### src/rtl/alu_issue_stage_if.sv
// rtl/alu_issue_stage_if.sv - handshake and data bundle between decode, issue stage and ALU
// slave is the issue stage's view; master is the driver/consumer side.
interface alu_issue_stage_if;
  logic        in_valid;
  logic        in_ready;
  logic [6:0]  opcode;
  logic [2:0]  funct3;
  logic        f7b5;
  logic [4:0]  rd;
  logic [31:0] rs1_data;
  logic [31:0] rs2_data;
  logic [31:0] imm;
  logic        out_valid;
  logic        out_ready;
  logic [31:0] a_out;
  logic [31:0] b_out;
  logic [3:0]  alu_ctrl;
  logic        br_inv;
  logic        is_branch;
  logic [4:0]  rd_out;
  logic        illegal;

  modport slave (
    input  in_valid, opcode, funct3, f7b5, rd, rs1_data, rs2_data, imm, out_ready,
    output in_ready, out_valid, a_out, b_out, alu_ctrl, br_inv, is_branch, rd_out, illegal
  );

  modport master (
    output in_valid, opcode, funct3, f7b5, rd, rs1_data, rs2_data, imm, out_ready,
    input  in_ready, out_valid, a_out, b_out, alu_ctrl, br_inv, is_branch, rd_out, illegal
  );
endinterface

### src/rtl/alu_issue_stage.sv
// rtl/alu_issue_stage.sv - ALU issue stage: RISC-V field decode into a 2-entry elastic buffer
// Only decoded fields are stored; outputs come straight from the head entry registers.
module alu_issue_stage (
  input  logic              clk,
  input  logic              rst_n,
  alu_issue_stage_if.slave  bus
);
  localparam int DEPTH = 2;

  localparam logic [6:0] OP_R      = 7'b0110011;
  localparam logic [6:0] OP_I      = 7'b0010011;
  localparam logic [6:0] OP_LOAD   = 7'b0000011;
  localparam logic [6:0] OP_STORE  = 7'b0100011;
  localparam logic [6:0] OP_LUI    = 7'b0110111;
  localparam logic [6:0] OP_BRANCH = 7'b1100011;

  localparam logic [3:0] CTRL_AND = 4'b0000;
  localparam logic [3:0] CTRL_OR  = 4'b0001;
  localparam logic [3:0] CTRL_ADD = 4'b0010;
  localparam logic [3:0] CTRL_SUB = 4'b0110;
  localparam logic [3:0] CTRL_SLT = 4'b0111;
  localparam logic [3:0] CTRL_EQ  = 4'b1111;

  typedef struct packed {
    logic [31:0] a;
    logic [31:0] b;
    logic [3:0]  ctrl;
    logic        br_inv;
    logic        is_branch;
    logic [4:0]  rd;
    logic        illegal;
  } entry_t;

  entry_t      w_dec;
  entry_t      w_head;
  logic        w_legal;
  logic [3:0]  w_ctrl;
  logic [31:0] w_a;
  logic [31:0] w_b;
  logic        w_br;
  logic        w_inv;
  logic        w_push;
  logic        w_pop;
  logic [1:0]  w_next_count;

  entry_t      r_mem [DEPTH];
  logic        r_wr_ptr;
  logic        r_rd_ptr;
  logic [1:0]  r_count;
  logic        r_in_ready;

  always_comb begin
    w_legal = 1'b1;
    w_ctrl  = CTRL_ADD;
    w_a     = bus.rs1_data;
    w_b     = bus.rs2_data;
    w_br    = 1'b0;
    w_inv   = 1'b0;
    case (bus.opcode)
      OP_R: begin
        case (bus.funct3)
          3'b000:  w_ctrl = bus.f7b5 ? CTRL_SUB : CTRL_ADD;
          3'b010:  w_ctrl = CTRL_SLT;
          3'b110:  w_ctrl = CTRL_OR;
          3'b111:  w_ctrl = CTRL_AND;
          default: w_legal = 1'b0;
        endcase
      end
      OP_I: begin
        w_b = bus.imm;
        case (bus.funct3)
          3'b000:  w_ctrl = CTRL_ADD;
          3'b010:  w_ctrl = CTRL_SLT;
          3'b110:  w_ctrl = CTRL_OR;
          3'b111:  w_ctrl = CTRL_AND;
          default: w_legal = 1'b0;
        endcase
      end
      OP_LOAD, OP_STORE: w_b = bus.imm;
      OP_LUI: begin
        w_a = '0;
        w_b = bus.imm;
      end
      OP_BRANCH: begin
        w_br = 1'b1;
        case (bus.funct3)
          3'b000:  w_ctrl = CTRL_EQ;
          3'b001: begin w_ctrl = CTRL_EQ;  w_inv = 1'b1; end
          3'b100:  w_ctrl = CTRL_SLT;
          3'b101: begin w_ctrl = CTRL_SLT; w_inv = 1'b1; end
          default: w_legal = 1'b0;
        endcase
      end
      default: w_legal = 1'b0;
    endcase

    // Illegal entries carry a benign ADD of zeros so a careless consumer does no harm.
    w_dec.rd = bus.rd;
    if (w_legal) begin
      w_dec.a         = w_a;
      w_dec.b         = w_b;
      w_dec.ctrl      = w_ctrl;
      w_dec.br_inv    = w_inv;
      w_dec.is_branch = w_br;
      w_dec.illegal   = 1'b0;
    end else begin
      w_dec.a         = '0;
      w_dec.b         = '0;
      w_dec.ctrl      = CTRL_ADD;
      w_dec.br_inv    = 1'b0;
      w_dec.is_branch = 1'b0;
      w_dec.illegal   = 1'b1;
    end
  end

  assign w_push       = bus.in_valid & r_in_ready;
  assign w_pop        = (r_count != 2'd0) & bus.out_ready;
  assign w_next_count = r_count + {1'b0, w_push} - {1'b0, w_pop};

  always_ff @(posedge clk or negedge rst_n) begin
    if (!rst_n) begin
      for (int i = 0; i < DEPTH; i++) begin
        r_mem[i] <= '0;
      end
      r_wr_ptr   <= 1'b0;
      r_rd_ptr   <= 1'b0;
      r_count    <= 2'd0;
      r_in_ready <= 1'b1;
    end else begin
      if (w_push) begin
        r_mem[r_wr_ptr] <= w_dec;
        r_wr_ptr        <= ~r_wr_ptr;
      end
      if (w_pop) begin
        r_rd_ptr <= ~r_rd_ptr;
      end
      r_count    <= w_next_count;
      r_in_ready <= (w_next_count != 2'd2);
    end
  end

  assign w_head        = r_mem[r_rd_ptr];
  assign bus.in_ready  = r_in_ready;
  assign bus.out_valid = (r_count != 2'd0);
  assign bus.a_out     = w_head.a;
  assign bus.b_out     = w_head.b;
  assign bus.alu_ctrl  = w_head.ctrl;
  assign bus.br_inv    = w_head.br_inv;
  assign bus.is_branch = w_head.is_branch;
  assign bus.rd_out    = w_head.rd;
  assign bus.illegal   = w_head.illegal;
endmodule

### src/flat_wrapper.sv
// flat-port wrapper written by rule: the top's interface ports become plain ports
module alu_issue_stage_flat 
  (clk, rst_n, bus_in_valid, bus_opcode, bus_funct3, bus_f7b5, bus_rd, bus_rs1_data, bus_rs2_data, bus_imm, bus_out_ready, bus_in_ready, bus_out_valid, bus_a_out, bus_b_out, bus_alu_ctrl, bus_br_inv, bus_is_branch, bus_rd_out, bus_illegal);
  alu_issue_stage_if bus_i ();
  input  logic clk;
  input  logic rst_n;
  input wire logic [$bits(bus_i.in_valid)-1:0] bus_in_valid;
  input wire logic [$bits(bus_i.opcode)-1:0] bus_opcode;
  input wire logic [$bits(bus_i.funct3)-1:0] bus_funct3;
  input wire logic [$bits(bus_i.f7b5)-1:0] bus_f7b5;
  input wire logic [$bits(bus_i.rd)-1:0] bus_rd;
  input wire logic [$bits(bus_i.rs1_data)-1:0] bus_rs1_data;
  input wire logic [$bits(bus_i.rs2_data)-1:0] bus_rs2_data;
  input wire logic [$bits(bus_i.imm)-1:0] bus_imm;
  input wire logic [$bits(bus_i.out_ready)-1:0] bus_out_ready;
  output wire logic [$bits(bus_i.in_ready)-1:0] bus_in_ready;
  output wire logic [$bits(bus_i.out_valid)-1:0] bus_out_valid;
  output wire logic [$bits(bus_i.a_out)-1:0] bus_a_out;
  output wire logic [$bits(bus_i.b_out)-1:0] bus_b_out;
  output wire logic [$bits(bus_i.alu_ctrl)-1:0] bus_alu_ctrl;
  output wire logic [$bits(bus_i.br_inv)-1:0] bus_br_inv;
  output wire logic [$bits(bus_i.is_branch)-1:0] bus_is_branch;
  output wire logic [$bits(bus_i.rd_out)-1:0] bus_rd_out;
  output wire logic [$bits(bus_i.illegal)-1:0] bus_illegal;
  assign bus_i.in_valid = bus_in_valid;
  assign bus_i.opcode = bus_opcode;
  assign bus_i.funct3 = bus_funct3;
  assign bus_i.f7b5 = bus_f7b5;
  assign bus_i.rd = bus_rd;
  assign bus_i.rs1_data = bus_rs1_data;
  assign bus_i.rs2_data = bus_rs2_data;
  assign bus_i.imm = bus_imm;
  assign bus_i.out_ready = bus_out_ready;
  assign bus_in_ready = bus_i.in_ready;
  assign bus_out_valid = bus_i.out_valid;
  assign bus_a_out = bus_i.a_out;
  assign bus_b_out = bus_i.b_out;
  assign bus_alu_ctrl = bus_i.alu_ctrl;
  assign bus_br_inv = bus_i.br_inv;
  assign bus_is_branch = bus_i.is_branch;
  assign bus_rd_out = bus_i.rd_out;
  assign bus_illegal = bus_i.illegal;
  alu_issue_stage u_core (.clk(clk), .rst_n(rst_n), .bus(bus_i));
endmodule
### config.mk
export PLATFORM = sky130hd
export DESIGN_NAME = alu_issue_stage_flat
export DESIGN_NICKNAME = d
export VERILOG_FILES = /design/src/rtl/alu_issue_stage_if.sv /design/src/rtl/alu_issue_stage.sv /design/src/flat_wrapper.sv
export SDC_FILE = /design/constraint.sdc
export NUM_CORES = 1
export LEC_CHECK = 0
export ABC_AREA = 1
export BUFFER_PORTS_ARGS = -buffer_cell sky130_fd_sc_hd__buf_2
export CAP_MARGIN = 10
export CORE_ASPECT_RATIO = 0.9
export CORE_MARGIN = 2
export CORE_UTILIZATION = 52
export CTS_CLUSTER_SIZE = 40
export DETAILED_ROUTE_END_ITERATION = 10
export GPL_TIMING_DRIVEN = 0
export PLACE_DENSITY = 0.74
export SLEW_MARGIN = 20
export SYNTH_ARGS = -nofsm -noshare
export SYNTH_HDL_FRONTEND = slang
export SYNTH_SLANG_ARGS = --single-unit
export TNS_END_PERCENT = 100
### constraint.sdc
create_clock -name clk -period 2.03 [get_ports clk]
set_clock_uncertainty 0.15 [all_clocks]
set_input_delay 0.406 -clock clk [delete_from_list [all_inputs] [get_ports clk]]
set_output_delay 0.406 -clock clk [all_outputs]
set_load 0.05 [all_outputs]
Word-level counts from Yosys, hierarchy flattened
Cells that the tools add are included.
W data, S select, Z words.
{ "totals": {"reg_bits": 157, "in_bits": 116} }
{ "op_classes": {"addsub": 2, "magnitude_cmp": 3, "eq_ne": 13, "n_mux": 21, "bitwise": 6, "n_reduce_logical": 11} }
{ "ops": {"columns": ["cell", "n"], "rows": [
  ["$mux W76", 4],
  ["$bwmux W152", 1],
  ["$demux W76 S1", 1],
  ["$mux W70", 1],
  ["$mux W32", 2],
  ["$eq A7 B6 Y1 const B", 3],
  ["$pmux W4 S4", 1],
  ["$eq A3 B3 Y1 const B", 4],
  ["$pmux W4 S3", 1],
  ["$reduce_or A4 Y1", 3],
  ["$pmux W3 S3", 1],
  ["$pmux W4 S2", 1],
  ["$reduce_or A2 Y1", 4],
  ["$eq A7 B2 Y1 const B", 1],
  ["$eq A7 B5 Y1 const B", 1],
  ["$eq A7 B7 Y1 const B", 1],
  ["$mux W1", 6],
  ["$ge A2 B2 Y1 const B", 2],
  ["$not A1 Y2", 2],
  ["$eq A3 B1 Y1 const B", 1],
  ["$eq A3 B2 Y1 const B", 1],
  ["$logic_not A3 Y1", 1],
  ["$mux W3", 1],
  ["$pmux W1 S3", 1],
  ["other kinds (9)", 11]
]} }

Logic depth before layout (Yosys ltp)
{ "depth": {"ltp_word": 6, "depth_mapped": 11, "ltp_nobuf": 9} }

Worst setup path before layout
OpenSTA, ideal clock, no wires.
{ "synth_timing": {"path_kind": "reg-to-output", "startpoint": "reg u_core.r_rd_ptr", "endpoint": "out bus_alu_ctrl[0]", "t_arrival_ps": 1808, "setup_slack_ps": -334, "path_stages_with_launch": 4, "n_path_buf": 2, "path_cell_list": "dfrtp_1 -> clkbuf_1 -> clkbuf_1 -> o21ai_0"} }
{ "synth_via": {"elab_chain_len": 4} }
{ "synth_lines": {"columns": ["element", "line_no", "text"], "rows": [
  ["start, declared", "alu_issue_stage.sv:48", "logic r_rd_ptr;"],
  ["start signal, assigned", "alu_issue_stage.sv:135", "r_rd_ptr <= ~r_rd_ptr;"],
  ["$not A1 Y2 (not written as such)", "alu_issue_stage.sv:142", "assign w_head = r_mem[r_rd_ptr];"],
  ["$mux W76 (not written as such) (3 in a row)", "alu_issue_stage.sv:142", null],
  ["end, declared", "flat_wrapper.sv:20", "output wire logic [$bits(bus_i.alu_ctrl)-1:0] bus_alu_ctrl;"]
]} }
No other way between the ends. The select of a mux whose other input is x is not followed.

Worst setup path in the final report
{ "layout_timing": {"startpoint": "reg u_core.r_rd_ptr", "endpoint": "out bus_a_out[28]"} }
{ "layout_via": {"elab_chain_len": 4} }
{ "layout_lines": {"columns": ["element", "line_no", "text"], "rows": [
  ["$not A1 Y2 (not written as such)", "alu_issue_stage.sv:142", null],
  ["$mux W76 (not written as such) (3 in a row)", "alu_issue_stage.sv:142", null],
  ["end, declared", "flat_wrapper.sv:18", "output wire logic [$bits(bus_i.a_out)-1:0] bus_a_out;"]
]} }
No other way between the ends. The select of a mux whose other input is x is not followed.

==> results.py <==
metrics = {
    "yosys": {
        "synth-adder-area-share_pct": 0.3124,
        "synth-simple-area-share_pct": 41.25,
        "synth_compound_area_share_pct": 1.562,
        "ys_seq_elements": 157,
        "synth_nets": 1247,
        "syn_area_sq_mm": 0.008011,
        "avgSynthCellArea_sq_um": 7.096,
        "synth_top_family_by_area": "simple AND/OR/NAND/NOR gates",
        "synth_xor_area_share_pct": 0.3280,
        "synth_cells": 1129,
        "ys_seq_area_share_pct": 49.06,
        "ys_types": 21,
        "yosysWarnings": 0,
        "muxShareOfSynthArea_pct": 0,
    },
    "routing": {
        "via_count": 8407,
        "drcViolationCount": 0,
        "drt_iter0_drc": 865,
        "wire_per_inst_um": 15.72,
        "routed_wl_mm": 24.62,
        "firstDrtPassIters": 7,
        "drtAntennaViolNets": 0,
        "routed_via_density": 5.368,
    },
    "global_route": {
        "grt_use_total_pct": 30.09,
        "grt_pass1_wl_mm": 38.63,
        "grt_max_degree": 94,
        "antenna_found_initial": 1,
        "grt-ovfl-total": 0,
        "grt_pass1_vias": 7740,
    },
    "status": {
        "outcome": "complete, but fails checks",
        "violations": "negative setup slack",
    },
    "critical_path": {
        "cp_slowest_stage_delay_ps": 460,
        "cp.arrival_ps": 1640,
        "crit_fanout": 8,
        "worstPathRequired_ps": 1470,
        "worst-path-buf-inv": 4,
        "start_kind": "register",
        "crit_path_cell_trace": "inv_4, clkbuf_16, clkbuf_16, nand2_4, nand2_4, buf_8",
        "slowest_stage": "dfrtp_2",
        "cp-end-kind": "output pin",
        "critPathKind": "reg2out",
        "critPathTopFamily": "buffers and inverters",
    },
    "clocking": {
        "numCtsBuffers": 17,
        "cts_root_buf": "clkbuf_16",
        "clock_latency_ps": 430,
        "htree_levels": 4,
        "cts_tree": "done",
        "cts.clk_slew.worst_paths_ps": 60,
        "clock_sinks": 157,
        "clock_tree.buffer_depth": 2,
    },
    "final_layout": {
        "fin_util_pct": 73.48,
        "nets": 1471,
        "drive_gt1_share_pct": 28.83,
        "n_fill_cell": 1153,
        "syn_to_final_growth_pct": 39.65,
    },
    "power_and_ir_drop": {
        "p_leak_uw": 0.006370,
        "seq_power_share_pct": 31.2,
        "power.net_switching_uw": 4496,
        "power_frac_clock_pct": 28.2,
        "ir_worst_vdd_v": 0.001096,
        "p_int_uw": 7371,
        "p_sw_share_pct": 37.89,
        "pwr-share-comb_pct": 40.6,
        "power_density_mw_per_mm2": 1061,
    },
    "floorplan": {
        "start_util_pct": 52.62,
        "chipWidth_um": 134.8,
        "rows": 43,
        "ioPinCount": 194,
        "die_area_sq_mm": 0.01642,
        "core-area_sq_mm": 0.01523,
        "fp.dieH_um": 121.8,
    },
    "timing": {
        "hold_violations": 0,
        "max_freq_ghz": 0.4550,
        "rsz0062_at_grt": "true",
        "timing.final.ws_setup_ps": -167.8,
        "slew_violations": 0,
        "tightest_slew_ps": 527.7,
        "setup_tns_ps": -8064,
        "post-route-period-util_pct": 108.3,
        "fin_crit_ps": 2198,
        "slew-limit-headroom_pct": 64.82,
        "setup_viol": 70,
    },
    "placement": {
        "gp_congestion": 0.8520,
        "io_buffer_count": 193,
        "dp_hpwl_mm": 16.04,
    },
    "min_path": {
        "hold_class": "in2reg",
    },
    "run": {
        "cap_violations": 0,
    },
}
worst reg2reg max path, stage by stage, from the launching register on:
cell,delay [ps]
dfstp_2,530
nand2_1,190
nor2_4,240
inv_1,110
buf_2,220
clkbuf_2,230
nand2_1,140
nand2_1,80
area by class of cell:
type	instances	area [sq um]	area share, %
antenna	1	2.502	0.02237
buffer	76	588.1	5.256
clock buffer	23	508.0	4.540
clock inverter	6	107.6	0.9618
inverter	57	216.5	1.935
multi-input combinational	837	3765	33.65
sequential	157	3931	35.14
tap	202	252.7	2.259
timing repair buffer	207	1817	16.24
power by group through the flow:
stage | combinational [uW] | clock [uW] | sequential, uW
after global placement | 3490 | 0 | 3700
final | 4810 | 3350 | 3710
after detailed placement | 3520 | 0 | 3710
after global routing | 5100 | 3490 | 3740
after floorplan | 2410 | 0 | 3700
after CTS | 4370 | 3340 | 3690
per-stage QoR:
stage	hold WS (ps)	area [sq um]	total power [uW]	setup WS (ps)	instances
after floorplan	-39.59	8162	6110	-334.1	1129
after global placement	311.4	9380	7186	-1948	1524
final	107.7	11190	11870	-167.8	1566
after detailed placement	237.5	9418	7234	-751.3	1525
after global routing	107.3	11190	12330	-190.1	1566
after CTS	106.8	10890	11400	-133.0	1559
synthesized netlist by cell type:
library cell,count,area [sq um]
nand2_1,588,2207
dfrtp_1,156,3904
nand3_1,132,660.6
clkbuf_1,56,210.2
inv_1,55,206.5
nor2_1,44,165.2
nand4_1,35,219.0
o21ai_0,25,125.1
buf_6,11,123.9
buf_2,9,45.04
or2_2,3,18.77
buf_1,2,7.510
ha_1,2,25.02
inv_2,2,7.510
nor2_2,2,12.51
xnor2_1,2,17.52
dfstp_2,1,26.28
nand2_2,1,6.260
nand3_2,1,10.01
nor3_1,1,5.000
xor2_1,1,8.760
layer usage:
metal  vias up  track usage, %  wire [um]
li1       3979               -          -
met1      4009           43.07      10790
met2       382           47.34      11590
met3        37           5.035       1822
met4         0           9.079        422
met5         -               0          0
final timing paths:
| kind | end | from | cells after the start | slack [ps] |
|---|---|---|---|---|
| min in group asynchronous | u_core.r_mem[129]$_DFFE_PN0P_ | rst_n | 2 | 360 |
| worst max register to register | u_core.r_mem[31]$_DFFE_PN0P_ | u_core.bus.in_ready$_DFF_PN1_ | 7 | 40 |
| worst min register to register | u_core.r_mem[89]$_DFFE_PN0P_ | u_core.r_mem[89]$_DFFE_PN0P_ | 2 | 330 |
| max in group asynchronous | u_core.r_mem[31]$_DFFE_PN0P_ | rst_n | 3 | 550 |
| worst min-delay path | u_core.r_mem[77]$_DFFE_PN0P_ | bus_rd[0] | 3 | 110 |
| worst max-delay path | bus_a_out[28] | u_core.r_rd_ptr$_DFFE_PN0P_ | 6 | -170 |
cell usage in the layout (no fill, tap or decap), types with 35 or more instances in the layout:
cell	synthesis	routed
nand2_2	1	77
buf_6	11	36
dfrtp_1	156	155
buf_2	9	130
nor2_1	44	42
nand2_1	588	502
nand3_1	132	132
nand4_1	35	35
buf_8	0	58
inv_1	55	54
logic make-up after synthesis:
group           after synthesis
simple gates                807
buf+inv                     135
xor+xnor                      3
flops                       157
fa+ha+maj                     2
compound gates               25
flip-flops by register name (all words and copies together), names as in the netlist:
| register | flops |
|---|---|
| u_core.r_count | 2 |
| u_core.r_mem | 152 |
| u_core.r_rd_ptr | 1 |
| u_core.r_wr_ptr | 1 |
| u_core.bus.in_ready | 1 |
timing repair:
action,CTS,global route
hold buffers,1,0
setup endpoints to repair,203,184
hold endpoints to repair,63,0
setup buffers,3,4
gates cloned,2,3
pin swaps,4,10
gates resized for setup,250,98
Power figures use the tool's default switching activity.
